## config.mk

```make
export PLATFORM = sky130hd
export DESIGN_NAME = comp_bus_arbiter
export DESIGN_NICKNAME = d
export VERILOG_FILES = /design/src/rtl/comp_bus_arbiter_pkg.sv /design/src/rtl/comp_bus_arbiter_rr_lock_sel.sv /design/src/rtl/comp_bus_arbiter.sv
export SDC_FILE = /design/constraint.sdc
export NUM_CORES = 2
export LEC_CHECK = 0
export CAP_MARGIN = 15
export CORE_ASPECT_RATIO = 1.1
export CORE_MARGIN = 2
export CORE_UTILIZATION = 50
export DETAILED_ROUTE_END_ITERATION = 7
export MAX_ROUTING_LAYER = met4
export PLACE_DENSITY = 0.85
export SYNTH_ARGS = -nofsm -noshare
export SYNTH_HDL_FRONTEND = slang
export SYNTH_SLANG_ARGS = --single-unit
export TNS_END_PERCENT = 1
```

## constraint.sdc

```tcl
create_clock -name CLK -period 2.2 [get_ports CLK]
set_input_delay 0.44 -clock CLK [delete_from_list [all_inputs] [get_ports CLK]]
set_output_delay 0.44 -clock CLK [all_outputs]
set_load 0.01 [all_outputs]
```

## src/rtl/comp_bus_arbiter_pkg.sv

```systemverilog
// comp_bus_arbiter_pkg: record layout, field selects and helpers shared by the bus arbiter.
package comp_bus_arbiter_pkg;
  localparam int WIDTH = 227;
  localparam int ID_LO = 0;
  localparam int ID_W = 2;
  localparam int TYPE_LO = 2;
  localparam int TYPE_W = 2;
  localparam int F1_LO = 4;
  localparam int F2_LO = 68;
  localparam int F3_LO = 132;
  localparam int FLT_W = 64;
  localparam int EX_LO = 196;
  localparam int EX_W = 31;
  localparam int SUN_BIT = 226;
  typedef enum logic [1:0] {SEL_F1 = 2'd0, SEL_F2 = 2'd1, SEL_F3 = 2'd2, SEL_EXTRA = 2'd3} sel_e;
  typedef enum logic [1:0] {TYPE_AIRFLOW = 2'd0, TYPE_THRUSTERS = 2'd1, TYPE_SOLAR = 2'd2} type_e;
  typedef enum logic [1:0] {IDLE, WRITE, NOTIFY} state_e;
  function automatic int flt_lo(input logic [1:0] sel);
    return sel == SEL_F1 ? F1_LO : sel == SEL_F2 ? F2_LO : F3_LO;
  endfunction
  // extra writes only touch bits whose mask bit is set
  function automatic logic [EX_W-1:0] merge_extra(input logic [EX_W-1:0] old, input logic [63:0] d);
    return (old & ~d[62:32]) | (d[30:0] & d[62:32]);
  endfunction
endpackage

```

## src/rtl/comp_bus_arbiter_rr_lock_sel.sv

```systemverilog
// rr_lock_sel: round-robin winner select with a lock that lets the last winner keep the bus
// for up to four consecutive grants.
module rr_lock_sel #(
  parameter int N = 4
) (
  input  logic         clk,
  input  logic         rst_n,
  input  logic         en,
  input  logic [N-1:0] valid,
  input  logic [N-1:0] lock,
  output logic [N-1:0] grant,
  output logic [1:0]   idx
);
  logic [1:0] last, cnt, base, c;
  logic hold, held, any;
  always_comb begin
    idx = last;
    c = '0;
    // scan farthest first so the requester nearest last+1 overrides
    for (int k = N; k >= 1; k--) begin
      c = 2'((int'(last) + k) % N);
      if (valid[c]) idx = c;
    end
    any = |valid;
    held = hold && valid[last];
    if (held) idx = last;
    base = held ? cnt : 2'd0;
    grant = '0;
    if (en && any) grant[idx] = 1'b1;
  end
  always_ff @(posedge clk or negedge rst_n)
    if (!rst_n) begin
      last <= 2'(N - 1);
      hold <= 1'b0;
      cnt <= 2'd0;
    end else if (en) begin
      if (any) last <= idx;
      hold <= any && lock[idx] && base != 2'd3;
      cnt <= (any && lock[idx] && base != 2'd3) ? base + 2'd1 : 2'd0;
    end
endmodule

```

## src/rtl/comp_bus_arbiter.sv

```systemverilog
// comp_bus_arbiter: arbitrates requester writes into component records and notifies a logger
// of each completed update.
module comp_bus_arbiter
  import comp_bus_arbiter_pkg::*;
#(
  parameter int N_REQ = 4,
  parameter int N_COMP = 4
) (
  input  logic               CLK,
  input  logic               RST_N,
  input  logic [N_REQ-1:0]   req_valid,
  output logic [N_REQ-1:0]   req_ready,
  input  logic [N_REQ-1:0]   req_lock,
  input  logic [2*N_REQ-1:0] req_id,
  input  logic [2*N_REQ-1:0] req_sel,
  input  logic [64*N_REQ-1:0] req_data,
  output logic               upd_valid,
  input  logic               upd_ready,
  output logic [1:0]         upd_src,
  output logic [1:0]         upd_id,
  output logic [1:0]         upd_sel,
  output logic [63:0]        upd_data,
  output logic               upd_err,
  input  logic [1:0]         rd_id,
  output logic [WIDTH-1:0]   rd_word,
  output logic               busy
);
  state_e state;
  logic [1:0] win, cap_src, cap_id, cap_sel;
  logic [63:0] cap_data;
  logic [WIDTH-1:0] rec [N_COMP];
  logic [WIDTH-1:0] old, nxt;
  logic [EX_W-1:0] ex_new;
  logic id_ok;
  rr_lock_sel #(.N(N_REQ)) u_sel (
    .clk(CLK),
    .rst_n(RST_N),
    .en(state == IDLE && RST_N),
    .valid(req_valid),
    .lock(req_lock),
    .grant(req_ready),
    .idx(win)
  );
  assign busy = state != IDLE;
  always_comb begin
    old = '0;
    rd_word = '0;
    for (int i = 0; i < N_COMP; i++) begin
      if (cap_id == 2'(i)) old = rec[i];
      if (rd_id == 2'(i)) rd_word = rec[i];
    end
    id_ok = 32'(cap_id) < N_COMP;
    ex_new = merge_extra(old[EX_LO +: EX_W], cap_data);
    nxt = old;
    if (cap_sel == SEL_EXTRA) nxt[EX_LO +: EX_W] = ex_new;
    else nxt[flt_lo(cap_sel) +: FLT_W] = cap_data;
  end
  always_ff @(posedge CLK or negedge RST_N)
    if (!RST_N) begin
      state <= IDLE;
      upd_valid <= 1'b0;
      upd_err <= 1'b0;
      upd_src <= '0;
      upd_id <= '0;
      upd_sel <= '0;
      upd_data <= '0;
      cap_src <= '0;
      cap_id <= '0;
      cap_sel <= '0;
      cap_data <= '0;
      for (int i = 0; i < N_COMP; i++) rec[i] <= WIDTH'(i);
    end else begin
      case (state)
        IDLE: if (|req_ready) begin
          cap_src <= win;
          cap_id <= req_id[{win, 1'b0} +: 2];
          cap_sel <= req_sel[{win, 1'b0} +: 2];
          cap_data <= req_data[{win, 6'b0} +: 64];
          state <= WRITE;
        end
        WRITE: begin
          for (int i = 0; i < N_COMP; i++) if (cap_id == 2'(i)) rec[i] <= nxt;
          upd_valid <= 1'b1;
          upd_src <= cap_src;
          upd_id <= cap_id;
          upd_sel <= cap_sel;
          upd_data <= cap_sel == SEL_EXTRA ? 64'(ex_new) : cap_data;
          upd_err <= !id_ok;
          state <= NOTIFY;
        end
        NOTIFY: if (upd_ready) begin
          upd_valid <= 1'b0;
          upd_err <= 1'b0;
          state <= IDLE;
        end
        default: state <= IDLE;
      endcase
    end
endmodule

```

== After elaboration in Yosys (flattened, before gate mapping) ==
Index checks and enable logic that the tools add are counted.

* Flip-flop bits (word level): 1057
* Bits in latches: 0
* RAM bits: 0
* Memory bits (read-only): 0
* Output and inout bits: 304
* Memories kept: 0

* $add $sub $neg: 6
* $mul: 0
* Div/mod/pow operators: 0
* Order comparisons: 7
* Eq/ne operators: 13
* Shift operators: 5
* Mux-type cells: 42
* Bitwise operators: 4
* Reduce and logical (&&, ||, !) cells: 22

{| class="wikitable"
|+ Operators with widths
! kind !! count
|-
| $mux 227 || 8
|-
| $shiftx 256x9->64 || 1
|-
| $bwmux 227 || 1
|-
| $shift 64x33->227 const A || 1
|-
| $shiftx 64x33->227 || 1
|-
| $mux 196 || 1
|-
| $mux 64 || 1
|-
| $and 31x31->31 || 2
|-
| $neg 8->33 || 1
|-
| $mux 31 || 1
|-
| $not 31->31 || 1
|-
| $or 31x31->31 || 1
|-
| $lt 2x3->1 const B || 6
|-
| $mux 2 || 9
|-
| $mux 8 || 2
|-
| $reduce_and 2->1 || 8
|-
| $shiftx 8x4->2 || 2
|-
| $bmux 1 s2 || 6
|-
| $eq 2x2->1 const B || 6
|-
| $eq 2x1->1 const B || 4
|-
| $logic_not 2->1 || 4
|-
| $mux 1 || 8
|-
| $reduce_or 4->1 || 2
|-
| $add 2x1->2 const B || 3
|-
| 10 further kinds || 19
|}

== Depth between registers and ports, before layout ==
* Word-level depth: 16
* Mapped depth: 9

== By module ==
Synthesis repeated with hierarchy kept, for this count alone.

* Cell total of the unflattened synthesis: 4756
* Area total of the unflattened synthesis: 54980.2 um^2

{| class="wikitable"
|+ By module, submodules not included
! module !! times used !! cells each !! area each (um^2) !! sequential area each (um^2)
|-
| comp_bus_arbiter || 1 || 4700 || 54504.8 || 26305.2
|-
| rr_lock_sel || 1 || 56 || 475.5 || 127.6
|}

== Least setup slack after synthesis ==
No wires, ideal clock.

* Kind: reg2out
* Start: reg u_sel.last[0]
* End: out req_ready[2]
* Data arrival time: 1.942 ns
* Data required time: 1.760 ns
* Slack: -0.182 ns
* Cell stages (with the launch flop): 9
* Path through: dfstp_2 buf_2 mux2_1 nor3b_2 a2bb2oi_1 nor2_1 nand2_2 buf_2 nor2_1

* Cells in the longest elaborated chain, start to end: 13

{| class="wikitable"
|+ Ends and longest elaborated chain
! what !! line !! text
|-
| start, declared || comp_bus_arbiter_rr_lock_sel.sv:14 || <nowiki>logic [1:0] last, cnt, base, c;</nowiki>
|-
| start signal, assigned || comp_bus_arbiter_rr_lock_sel.sv:33 || <nowiki>last <= 2'(N - 1);</nowiki>
|-
| start signal, assigned || comp_bus_arbiter_rr_lock_sel.sv:37 || <nowiki>if (any) last <= idx;</nowiki>
|-
| $add 2x1->2 || comp_bus_arbiter_rr_lock_sel.sv:21 || <nowiki>c = 2'((int'(last) + k) % N);</nowiki>
|-
| $bmux 1 s2 || comp_bus_arbiter_rr_lock_sel.sv:22 || <nowiki>if (valid[c]) idx = c;</nowiki>
|-
| $mux 1 (not written as such) || comp_bus_arbiter_rr_lock_sel.sv:22 ||
|-
| $mux 2 (4 in series) || comp_bus_arbiter_rr_lock_sel.sv:22 ||
|-
| $mux 2 * || comp_bus_arbiter_rr_lock_sel.sv:26 || <nowiki>if (held) idx = last;</nowiki>
|-
| $lt 2x3->1 (not written as such) or $ge 2x1->1 (tied branches) || comp_bus_arbiter_rr_lock_sel.sv:29 || <nowiki>if (en && any) grant[idx] = 1'b1;</nowiki>
|-
| $logic_and 1x1->1 (not written as such) || comp_bus_arbiter_rr_lock_sel.sv:29 ||
|-
| $mux 1 (not written as such) || comp_bus_arbiter_rr_lock_sel.sv:29 ||
|-
| $demux 1 s2 * || n/a ||
|-
| $mux 4 * || comp_bus_arbiter_rr_lock_sel.sv:29 ||
|-
| end, declared || comp_bus_arbiter.sv:12 || <nowiki>output logic [N_REQ-1:0] req_ready,</nowiki>
|}

Every way passes the cells marked *; elsewhere a longest branch is shown, timed or not. The select of a mux whose other input is x is not followed.

== Worst setup path after layout ==
* Start: reg u_sel.last[0]
* End: out req_ready[0]

The elaborated chain is that of the path after synthesis.

==> impl_metrics.tcl <==
set metrics [dict create \
    status "finished, violations left" \
    synth_compound_area_share_pct 11.5 \
    synthDistinctLibCells 47 \
    clk_latency_ns 0.71 \
    finalCritPeriodShare_pct 133 \
    coreArea_um2 105000 \
    rows 125 \
    portBuffers 587 \
    synthXorXnorAreaFrac_pct 0 \
    wl_met1_mm 63.6 \
    ir_drop_v 0.000914 \
    period_minus_slack_ns 2.94 \
    rsz0062_at_grt "yes" \
    dp_hpwl_mm 123 \
    area_growth_pct 26.5 \
    arrival_ns 2.50 \
    first_iter_violations 5119 \
    synth_edf_count 0 \
    via_per_inst 6.43 \
    dr_wl_met3_mm 17.8 \
    post-place-cells 6358 \
    leakage_uw 0.0281 \
    clock-sinks 1056 \
    grtUsageTotal_pct 33.8 \
    die_w_um 314 \
    synth_area_per_cell_um2 11.8 \
    synthArstFlopShare_pct 100 \
    drcViolationCount 0 \
    synth_top_cell_by_area "dfrtp_1" \
    yosys.area_share.simple_pct 8.02 \
    cp.required_ns 1.76 \
    final_layout_size_suffix_gt1_share_pct 26.9 \
    setup_tns_ns -21.07 \
    overflow 0 \
    synth_top_area_share_pct 49.8 \
    dr_total_vias 42258 \
    dieArea_um2 108000 \
    drt-wirelength-per-cell_um 27.8 \
    final_cells 6570 \
    h-tree-depth 3 \
    hp-class "in -> async" \
    power.density_nw_per_um2 1720 \
    hold_viol 0 \
    postRouteAntennaNets 0 \
    maxCapViolCount 0 \
    grt_pass1_wl_mm 265 \
    fmax_ghz 0.340 \
    routed-wl-met2_mm 86.3 \
    clk_pin_slew_ns 0.06 \
    highest_layer "met4" \
    die_h_um 345 \
    cts_buffer_depth 3 \
    drv_slew 0 \
    synthAdderAreaFrac_pct 0.0237 \
    drt_pass1_iterations 6 \
    tritoncts "built" \
    synthMuxAreaShare_pct 26.7 \
    r2r_setup_slack_ns -0.33 \
    yosys_warnings 0 \
    synth_area_um2 52800 \
    gp_congestion 0.923 \
    dpl_cell_area_um2 62300 \
    antenna_found_initial 4 \
    start_util_pct 50.2 \
    drt_wl_total_mm 183 \
    grt_start_max_net_pins 195 \
    cts_buffers 108 \
    synth_nets 4754 \
    path_class "reg -> out" \
    final_util_pct 63.6 \
    setup_slack_ns -0.737 \
    fin_nets 5369 \
    ios 589 \
    ctsRootBufferMaster "clkbuf_16" \
    syn-instance-count 4468 \
    setup_viol_count_final 195 \
    first_global_vias 41911 \
    ys_ff_latch 1056 \
    synthTopCellsByArea "dfrtp_1, mux4_2, mux2i_1, a21oi_1, nor2_1" \
    violations "negative setup slack" \
    ys_seq_area_share_pct 50.1 \
    worstSetupStartpointType "register" \
    worst_pin_slew_ns 1.35 \
    fin_worst_skew_ns 0.0251 \
    worst_setup_path_end_kind "output port" \
    final_cell_area_um2 66800 \
    synth-main-ff-cell "dfrtp_1" \
    slew-limit-headroom_pct 10.3 \
    synth_top_family_by_area "multiplexers" \
    critPathMaxFanout 4 \
]
==> final timing paths <==
| check | startpoint | endpoint | cells after the start |
|---|---|---|---|
| hold reg to reg | rec[1] | rec[1] | 0 |
| setup / recovery | u_sel.last[0] | req_ready[0] | 8 |
| min in group CLK | RST_N | u_sel.cnt[1] | 4 |
| hold / removal | RST_N | cap_data[2] | 3 |
| setup reg to reg | u_sel.last[1] | u_sel.cnt[1] | 7 |
| max in group asynchronous | RST_N | rec[837] | 5 |
==> per-layer routing <==
metal  vias to the layer above  track usage, %
li1                      17514               -
met1                     21422            39.7
met2                      2666            52.6
met3                       656            7.90
met4                         0            21.8
met5                         -               -
==> sequential cells by signal, summed over array words and instances, names as in the netlist <==
name and cells:
cap_id 2, upd_valid 1, u_sel.cnt 2, cap_sel 2, cap_data 64, upd_data 64
rec 908, cap_src 2, upd_sel 2, upd_id 2, state 2, upd_src 2
u_sel.hold 1, u_sel.last 2
==> area by class of cell <==
cell class	count	area, µm²
inverter	8	30.0
fill	7327	38300
clock inverter	35	447
antenna	5	12.5
clock buffer	160	3160
multi-input combinational	3006	25300
tap	1397	1750
timing repair buffer	903	9650
sequential	1056	26400
==> critical path, cell delays in order, from the launching register on <==
cell and delay (ns):
dfstp_2 0.56, mux2_4 0.32, nor3b_4 0.18, a2bb2oi_2 0.15, buf_4 0.14, o21ai_4 0.06, buf_12 0.14, nor2_4 0.12
buf_6 0.12
==> stage by stage <==
| step | setup WS (ns) | power [µW] | hold slack, ns |
|---|---|---|---|
| floorplan | -0.0782 | 68500 | 0.144 |
| global placement | -0.949 | 88300 | 0.356 |
| detailed placement | -0.988 | 91100 | 0.355 |
| CTS | -0.786 | 111000 | 0.173 |
| global route | -0.822 | 120000 | 0.191 |
| finish | -0.737 | 115000 | 0.187 |
==> cell usage after synthesis, types with 2 or more instances <==
cell,n
dfrtp_1,1050
nor2_1,716
a21oi_1,675
mux4_2,452
mux2i_1,389
nand2_1,381
o21ai_0,256
clkbuf_1,200
buf_2,116
o221ai_2,66
buf_1,58
a22o_1,35
buf_12,11
buf_4,8
dfstp_2,6
inv_1,6
nand2b_1,6
and2_1,3
buf_6,3
bufbuf_8,2
inv_2,2
mux2_1,2
==> cells in the final DEF (no fill, tap or decap), types with 3 or more instances in the layout <==
cell / instances
buf_16: 7
buf_4: 186
o21ai_0: 256
nor2_2: 3
buf_12: 108
diode_2: 5
mux2i_4: 29
clkbuf_2: 30
mux4_2: 452
clkbuf_1: 28
nor2_1: 708
o221ai_2: 66
nand2_1: 379
mux2i_1: 275
a21oi_1: 675
nor2_4: 5
clkbuf_8: 22
inv_1: 6
nand2b_4: 4
mux2i_2: 85
buf_2: 58
buf_8: 4
buf_6: 142
inv_6: 7
bufinv_16: 9
clkdlybuf4s15_2: 4
a22o_1: 35
dfrtp_1: 1047
dfstp_2: 6
dlymetal6s2s_1: 3
clkinv_2: 15
clkbuf_16: 117
clkdlybuf4s50_1: 353
==> report_power, final <==
part | internal [µW] | switching, µW
clock | 11000 | 7980
combinational | 27600 | 29400
sequential | 28700 | 10300
total | 67300 | 47600
==> what timing repair did <==
item | in CTS | in global routing
hold endpoints to repair | 63 | 0
gates cloned | 0 | 8
setup endpoints to repair | 329 | 544
hold buffers | 1 | 0
buffers inserted | 2 | 1
gates resized for setup | 882 | 263
pin swaps | 3 | 7
==> cell families after synthesis <==
logic type,count (synthesis)
and+or+nand+nor,1114
AOI/OAI and AO/OA,1046
muxes,844
adders and majority gates,1
buffers and inverters,406
other,1
DFF,1056
No activity file was read; power rests on OpenSTA's default activity.
